$ cat config.mk
export PLATFORM = sky130hd
export DESIGN_NAME = ov7670_capture_win
export DESIGN_NICKNAME = d
export VERILOG_FILES = /design/src/rtl/ov7670_capture_win.sv
export SDC_FILE = /design/constraint.sdc
export NUM_CORES = 1
export LEC_CHECK = 0
export ABC_AREA = 1
export CORE_ASPECT_RATIO = 1.2
export CORE_MARGIN = 2
export CORE_UTILIZATION = 45
export CTS_BUF_LIST = sky130_fd_sc_hd__clkbuf_16
export DETAILED_ROUTE_END_ITERATION = 12
export PLACE_DENSITY = 0.69
export SLEW_MARGIN = 20
export SYNTH_ARGS = -nofsm -noshare
export SYNTH_HDL_FRONTEND = slang
export SYNTH_SLANG_ARGS = --single-unit
$ cat constraint.sdc
create_clock -name pclk -period 2.6 [get_ports pclk]
set_input_delay 0.52 -clock pclk [delete_from_list [all_inputs] [get_ports pclk]]
set_output_delay 0.52 -clock pclk [all_outputs]
set_load 0.05 [all_outputs]
$ cat src/rtl/ov7670_capture_win.sv
// OV7670 capture front end: pairs camera bytes into RGB565 pixels, crops to a window,
// skips frames, checks line length and drives a linear frame-buffer write port.
module ov7670_capture_win #(
  parameter int ADDR_W   = 19,
  parameter int H_ACTIVE = 640,
  parameter int V_ACTIVE = 480,
  parameter int X_W      = 10,
  parameter int Y_W      = 9
) (
  input  logic              pclk,
  input  logic              rst,
  input  logic              href,
  input  logic              vsync,
  input  logic [7:0]        din,
  input  logic              capture_en,
  input  logic [3:0]        frame_skip,
  input  logic [1:0]        fmt,
  input  logic [X_W-1:0]    win_x0,
  input  logic [Y_W-1:0]    win_y0,
  input  logic [X_W-1:0]    win_w,
  input  logic [Y_W-1:0]    win_h,
  output logic [15:0]       buff_dout,
  output logic              buff_wr,
  output logic [ADDR_W-1:0] buff_addr,
  output logic              frame_done,
  output logic [7:0]        frame_cnt,
  output logic              line_err
);

  typedef enum logic [1:0] {WAIT_VS = 2'd0, ACTIVE = 2'd1, SKIP = 2'd2} state_t;

  state_t            state_q, state_d;
  logic              vsync_q, vsync_d, href_q, href_d, phase_q, phase_d;
  logic [7:0]        hi_q, hi_d, frame_cnt_q, frame_cnt_d;
  logic [X_W-1:0]    x_q, x_d, win_x0_q, win_x0_d, win_w_q, win_w_d;
  logic [Y_W-1:0]    y_q, y_d, win_y0_q, win_y0_d, win_h_q, win_h_d;
  logic [3:0]        skip_cnt_q, skip_cnt_d;
  logic [1:0]        fmt_q, fmt_d;
  logic [15:0]       buff_dout_q, buff_dout_d;
  logic              buff_wr_q, buff_wr_d, frame_done_q, frame_done_d, line_err_q, line_err_d;
  logic [ADDR_W-1:0] buff_addr_q, buff_addr_d;

  logic              frame_start_s, frame_end_s, href_fall_s, pix_valid_s, in_win_s, wr_s, active_s;
  logic [15:0]       pix_s;
  logic [X_W:0]      x_ext_s, x_end_s;
  logic [Y_W:0]      y_ext_s, y_end_s;

  // Narrower formats land in the LSBs with the upper bits zero.
  function automatic logic [15:0] fmt_map(input logic [1:0] f, input logic [15:0] p);
    case (f)
      2'd0:    fmt_map = p;
      2'd1:    fmt_map = {4'h0, p[15:12], p[10:7], p[4:1]};
      2'd2:    fmt_map = {8'h00, p[15:13], p[10:8], p[4:3]};
      2'd3:    fmt_map = {p[7:0], p[15:8]};
      default: fmt_map = p;
    endcase
  endfunction

  assign frame_start_s = vsync_q & ~vsync;
  assign frame_end_s   = ~vsync_q & vsync;
  assign href_fall_s   = href_q & ~href;
  assign pix_valid_s   = href & phase_q;
  assign pix_s         = {hi_q, din};

  // State register
  always_ff @(posedge pclk) begin
    if (rst) begin
      state_q <= WAIT_VS;
    end else begin
      state_q <= state_d;
    end
  end

  // Next-state: capture decision is taken only at a vsync falling edge
  always_comb begin
    state_d = state_q;
    case (state_q)
      WAIT_VS: begin
        if (frame_start_s) begin
          state_d = (capture_en && (skip_cnt_q == 4'd0)) ? ACTIVE : SKIP;
        end else begin
          state_d = WAIT_VS;
        end
      end
      ACTIVE:  state_d = frame_end_s ? WAIT_VS : ACTIVE;
      SKIP:    state_d = frame_end_s ? WAIT_VS : SKIP;
      default: state_d = WAIT_VS;
    endcase
  end

  // FSM outputs
  always_comb begin
    active_s = 1'b0;
    case (state_q)
      WAIT_VS: active_s = 1'b0;
      ACTIVE:  active_s = 1'b1;
      SKIP:    active_s = 1'b0;
      default: active_s = 1'b0;
    endcase
  end

  // Window test at one extra bit so origin + size never wraps
  always_comb begin
    x_ext_s  = {1'b0, x_q};
    y_ext_s  = {1'b0, y_q};
    x_end_s  = {1'b0, win_x0_q} + {1'b0, win_w_q};
    y_end_s  = {1'b0, win_y0_q} + {1'b0, win_h_q};
    in_win_s = (x_ext_s >= {1'b0, win_x0_q}) && (x_ext_s < x_end_s) &&
               (y_ext_s >= {1'b0, win_y0_q}) && (y_ext_s < y_end_s);
    wr_s     = active_s & pix_valid_s & in_win_s;
  end

  // Datapath next-state
  always_comb begin
    vsync_d      = vsync;
    href_d       = href;
    phase_d      = (href && !vsync) ? ~phase_q : 1'b0;
    hi_d         = (href && !phase_q) ? din : hi_q;
    x_d          = href_fall_s ? {X_W{1'b0}} : (pix_valid_s ? x_q + X_W'(1) : x_q);
    buff_wr_d    = wr_s;
    buff_dout_d  = wr_s ? fmt_map(fmt_q, pix_s) : buff_dout_q;
    frame_done_d = active_s & frame_end_s;
    frame_cnt_d  = frame_done_d ? frame_cnt_q + 8'd1 : frame_cnt_q;
    if (frame_start_s) begin
      skip_cnt_d  = (skip_cnt_q >= frame_skip) ? 4'd0 : skip_cnt_q + 4'd1;
      y_d         = {Y_W{1'b0}};
      buff_addr_d = {ADDR_W{1'b0}};
      line_err_d  = 1'b0;
      fmt_d       = fmt;
      win_x0_d    = win_x0;
      win_y0_d    = win_y0;
      win_w_d     = win_w;
      win_h_d     = win_h;
    end else begin
      skip_cnt_d  = skip_cnt_q;
      y_d         = href_fall_s ? y_q + Y_W'(1) : y_q;
      buff_addr_d = (buff_wr_q && (buff_addr_q != {ADDR_W{1'b1}})) ? buff_addr_q + ADDR_W'(1)
                                                                   : buff_addr_q;
      // An odd byte count leaves the phase at 1 when href drops
      line_err_d  = (active_s && href_fall_s && ((x_q != X_W'(H_ACTIVE)) || phase_q)) ? 1'b1
                                                                                      : line_err_q;
      fmt_d       = fmt_q;
      win_x0_d    = win_x0_q;
      win_y0_d    = win_y0_q;
      win_w_d     = win_w_q;
      win_h_d     = win_h_q;
    end
  end

  // Datapath registers
  always_ff @(posedge pclk) begin
    if (rst) begin
      vsync_q <= 1'b0;  href_q <= 1'b0;  phase_q <= 1'b0;  hi_q <= 8'd0;
      x_q <= {X_W{1'b0}};  y_q <= {Y_W{1'b0}};  skip_cnt_q <= 4'd0;  fmt_q <= 2'd0;
      win_x0_q <= {X_W{1'b0}};  win_w_q <= {X_W{1'b0}};
      win_y0_q <= {Y_W{1'b0}};  win_h_q <= {Y_W{1'b0}};
      buff_dout_q <= 16'd0;  buff_wr_q <= 1'b0;  buff_addr_q <= {ADDR_W{1'b0}};
      frame_done_q <= 1'b0;  frame_cnt_q <= 8'd0;  line_err_q <= 1'b0;
    end else begin
      vsync_q <= vsync_d;  href_q <= href_d;  phase_q <= phase_d;  hi_q <= hi_d;
      x_q <= x_d;  y_q <= y_d;  skip_cnt_q <= skip_cnt_d;  fmt_q <= fmt_d;
      win_x0_q <= win_x0_d;  win_w_q <= win_w_d;
      win_y0_q <= win_y0_d;  win_h_q <= win_h_d;
      buff_dout_q <= buff_dout_d;  buff_wr_q <= buff_wr_d;  buff_addr_q <= buff_addr_d;
      frame_done_q <= frame_done_d;  frame_cnt_q <= frame_cnt_d;  line_err_q <= line_err_d;
    end
  end

  assign buff_dout  = buff_dout_q;
  assign buff_wr    = buff_wr_q;
  assign buff_addr  = buff_addr_q;
  assign frame_done = frame_done_q;
  assign frame_cnt  = frame_cnt_q;
  assign line_err   = line_err_q;

endmodule

==> flow_summary.toml <==
[outcome]
status = "finished with violations"
violations = "negative setup slack"

[critical_path]
crit_chain = "ha_4, inv_2, fa_2, o21ai_4, buf_4, xnor2_1, ha_1, nand2_2, inv_1, a21oi_2, nand2_1, nand2_1, nand2_1, nand2_1, nand2_1, nand2_2, nand3_2, nor2_4, clkbuf_16, nand3_1, nand2_1, nor2_1"
path_max_fanout = 8
reg2reg_to = "buff_dout[6]"
setup.worst_path.end_class = "register"
rr_worst_depth = 22
slowest_delay_ns = 0.36
ff2ff_setup_slack_ns = -0.34
critPathBufInv = 4
reg2reg_from = "win_y0_q[0]"
arrival_ns = 3.26
slowest_stage = "fa_2"
cpMostUsedCell = "nand2_1"
path_delay_family = "simple AND/OR/NAND/NOR gates"
worstSetupPathType = "reg -> reg"
cp-start-kind = "register"
crit_cells = 22
worstPathRequired_ns = 2.92

[global_route]
grt_pass1_wl_um = 29300
grt_max_degree = 37
grt_pass1_vias = 6208
grt-ovfl-total = 0
grt.total_usage = 0.226
antenna_found_initial = 0

[synth]
ys_async_sr_fraction = 0
synth_cell_types = 46
synth_seq_area_share = 0.357
yosys_warnings = 0
synth_simple_gate_area_frac = 0.236
synth_fp_nets = 1054
synth_xor_area_frac = 0.0294
ys_seq_elements = 122
syn_area_um2 = 6840
synth_compound_area_frac = 0.168
synthMuxAreaShare = 0
synth_top_family_by_area = "simple AND/OR/NAND/NOR gates"
synth_fa_ha_area_frac = 0.127
synth_cells = 929
avgSynthCellArea_um2 = 7.37
synth-edff-count = 0
synthFlopType = "dfxtp_1"

[power]
power_mw = 4.73
p_per_area_nw_per_um2 = 510
p_leak_nw = 3.78
ir_drop_uv = 446

[cts]
numCtsBuffers = 17
hold_buffers = 0
clkLatencyLatePin_ns = 0.42
clockBufferDepth = 2
clkSinkCount = 122
clk_pin_slew_ns = 0.06
htreeDepth = 4
cts_tree = "built"
root_buffer = "clkbuf_16"

[final_layout]
final_cell_count_no_fill = 1294
area_growth_pct = 35.7
num_antenna_cells = 0
drive_gt1_frac = 0.133
nNetsFinal = 1203

[route]
vias_per_cell = 5.15
drt_iter0_drc = 415
postRouteAntennaNets = 0
wl_per_cell_um = 14.1
drc = 0
wirelength_um = 18300
vias = 6667
drt_first_pass_iters = 6

[place]
io_buffer_count = 102
dp.cells = 1255
place.gp.congestion = 0.910
post-dp-hpwl_um = 13300

[sta]
worst_slew_pin_slew_ns = 0.548
relSlewSlack = 0.633
fin_crit_sh = 1.13
rsz0062_at_grt = "yes"
max_freq_ghz = 0.340
setup_slack_ns = -0.339
finalHoldWorstSlack_ns = 0.477
finalHoldViolCount = 0
finalSetupViolations = 16
finClkSkew_ns = 0.0102
fin_crit_ns = 2.94
slew_viol_final = 0

[floorplan]
die_w_um = 117
die-height_um = 139
core_um2 = 15000
die-area_um2 = 16200
initial_core_util = 0.458
rows = 49
io_pins = 103

[flow_run]
maxCapViolations = 0

[worst_hold_path]
hold_depth = 1
min_from = "state_q[0]"
hold_end = "state_q[1]"
worstHoldPathType = "reg -> reg"
per-layer routing:
layer	vias to the layer above	global-route usage	routed length, µm
li1	3405	-	-
met1	3080	0.286	8290
met2	162	0.385	9050
met3	20	0.0481	727
met4	0	0.0656	242
met5	-	0	0
cell usage after synthesis, types with 2 or more instances:
cell type / instances / area share
buf_6: 2 / 0.0033
a221oi_1: 7 / 0.0090
dfxtp_1: 122 / 0.36
xor2_1: 15 / 0.019
fa_1: 2 / 0.0059
buf_1: 2 / 0.0011
nor3b_1: 6 / 0.0066
a21o_1: 2 / 0.0022
a211oi_1: 2 / 0.0022
o22ai_1: 11 / 0.010
or2_2: 4 / 0.0037
o21ai_1: 2 / 0.0015
nor3_2: 3 / 0.0044
nand2_1: 152 / 0.083
nor4_1: 3 / 0.0027
o21a_1: 4 / 0.0044
ha_1: 66 / 0.12
a21oi_1: 81 / 0.059
nor2_4: 2 / 0.0033
o2111ai_1: 2 / 0.0026
nand4_1: 9 / 0.0082
inv_2: 2 / 0.0011
a31oi_1: 4 / 0.0037
inv_1: 122 / 0.067
o21ai_0: 66 / 0.048
nand3_1: 44 / 0.032
nand3b_1: 3 / 0.0033
clkbuf_1: 16 / 0.0088
o211ai_1: 2 / 0.0022
xnor2_1: 8 / 0.010
nor2_1: 113 / 0.062
a22o_1: 12 / 0.015
buf_2: 2 / 0.0015
nor3_1: 24 / 0.018
final cells by class:
cell class	count	area, µm²
inverter	124	465
clock buffer	17	425
multi-input combinational	660	4090
tap	204	255
sequential	122	2460
timing repair buffer	153	1480
clock inverter	14	116
fill	1359	5670
repair_timing:
action	in CTS	in global routing
cloned	0	1
setup buffers	4	4
resized for setup	14	41
setup endpoints to repair	17	17
pin swaps	10	27
cell usage in the layout, fill, tap and decap left out, drive strengths merged, types with 2 or more instances in the layout:
cell type / count
o2111ai: 3
or2: 5
bufinv: 2
nand2: 153
o21a: 4
a211oi: 2
a221oi: 7
clkinv: 8
nor3b: 6
a21o: 2
a31oi: 4
nand3b: 3
clkbuf: 18
nor2: 116
a22o: 12
o22ai: 11
a21oi: 81
ha: 66
o211ai: 2
xnor2: 8
clkdlybuf4s50: 102
fa: 2
inv: 127
buf: 50
dfxtp: 122
nand4: 10
nor4: 3
nand3: 45
o21ai: 68
xor2: 15
nor3: 27
cells by family after synthesis:
group | count (synthesis)
xor gates and xnor gates | 23
adders and majority gates | 68
AOI/OAI and AO/OA | 200
DFF | 122
buffers and inverters | 147
and+or+nand+nor | 369
power breakdown:
part | switching [mW] | internal, mW
combinational | 0.318 | 0.271
sequential | 0.0336 | 1.91
clock | 0.825 | 1.37
total | 1.18 | 3.56
worst max path at each step:
stage	from	endpoint	slack (ns)
global placement	win_x0_q[2]	buff_dout[1]	-0.25
CTS	win_h_q[0]	buff_dout[3]	-0.24
floorplan	win_y0_q[0]	buff_dout[10]	-0.11
detailed placement	win_y0_q[2]	buff_dout[10]	-0.31
global route	win_y0_q[0]	buff_dout[4]	-0.54
finish	win_y0_q[0]	buff_dout[6]	-0.34
per-stage QoR:
step                setup TNS, ns  utilization  area [µm²]  setup slack [ns]
global placement            -3.88        0.562        8400            -0.249
CTS                         -3.58        0.604        9030            -0.237
finish                      -4.94        0.621        9290            -0.339
floorplan                   -1.05            -        6870            -0.107
detailed placement          -4.74        0.562        8400            -0.308
global route                -8.39        0.621        9290            -0.538
registers in the layout, indices dropped and copies added, names as in the netlist:
name,flops
buff_wr,1
href_q,1
frame_done,1
hi_q,8
fmt_q,2
state_q,2
skip_cnt_q,4
win_y0_q,9
vsync_q,1
buff_dout,16
line_err,1
buff_addr,19
phase_q,1
win_w_q,10
y_q,9
win_x0_q,10
x_q,10
win_h_q,9
frame_cnt,8
Power figures use the tool's default switching activity.
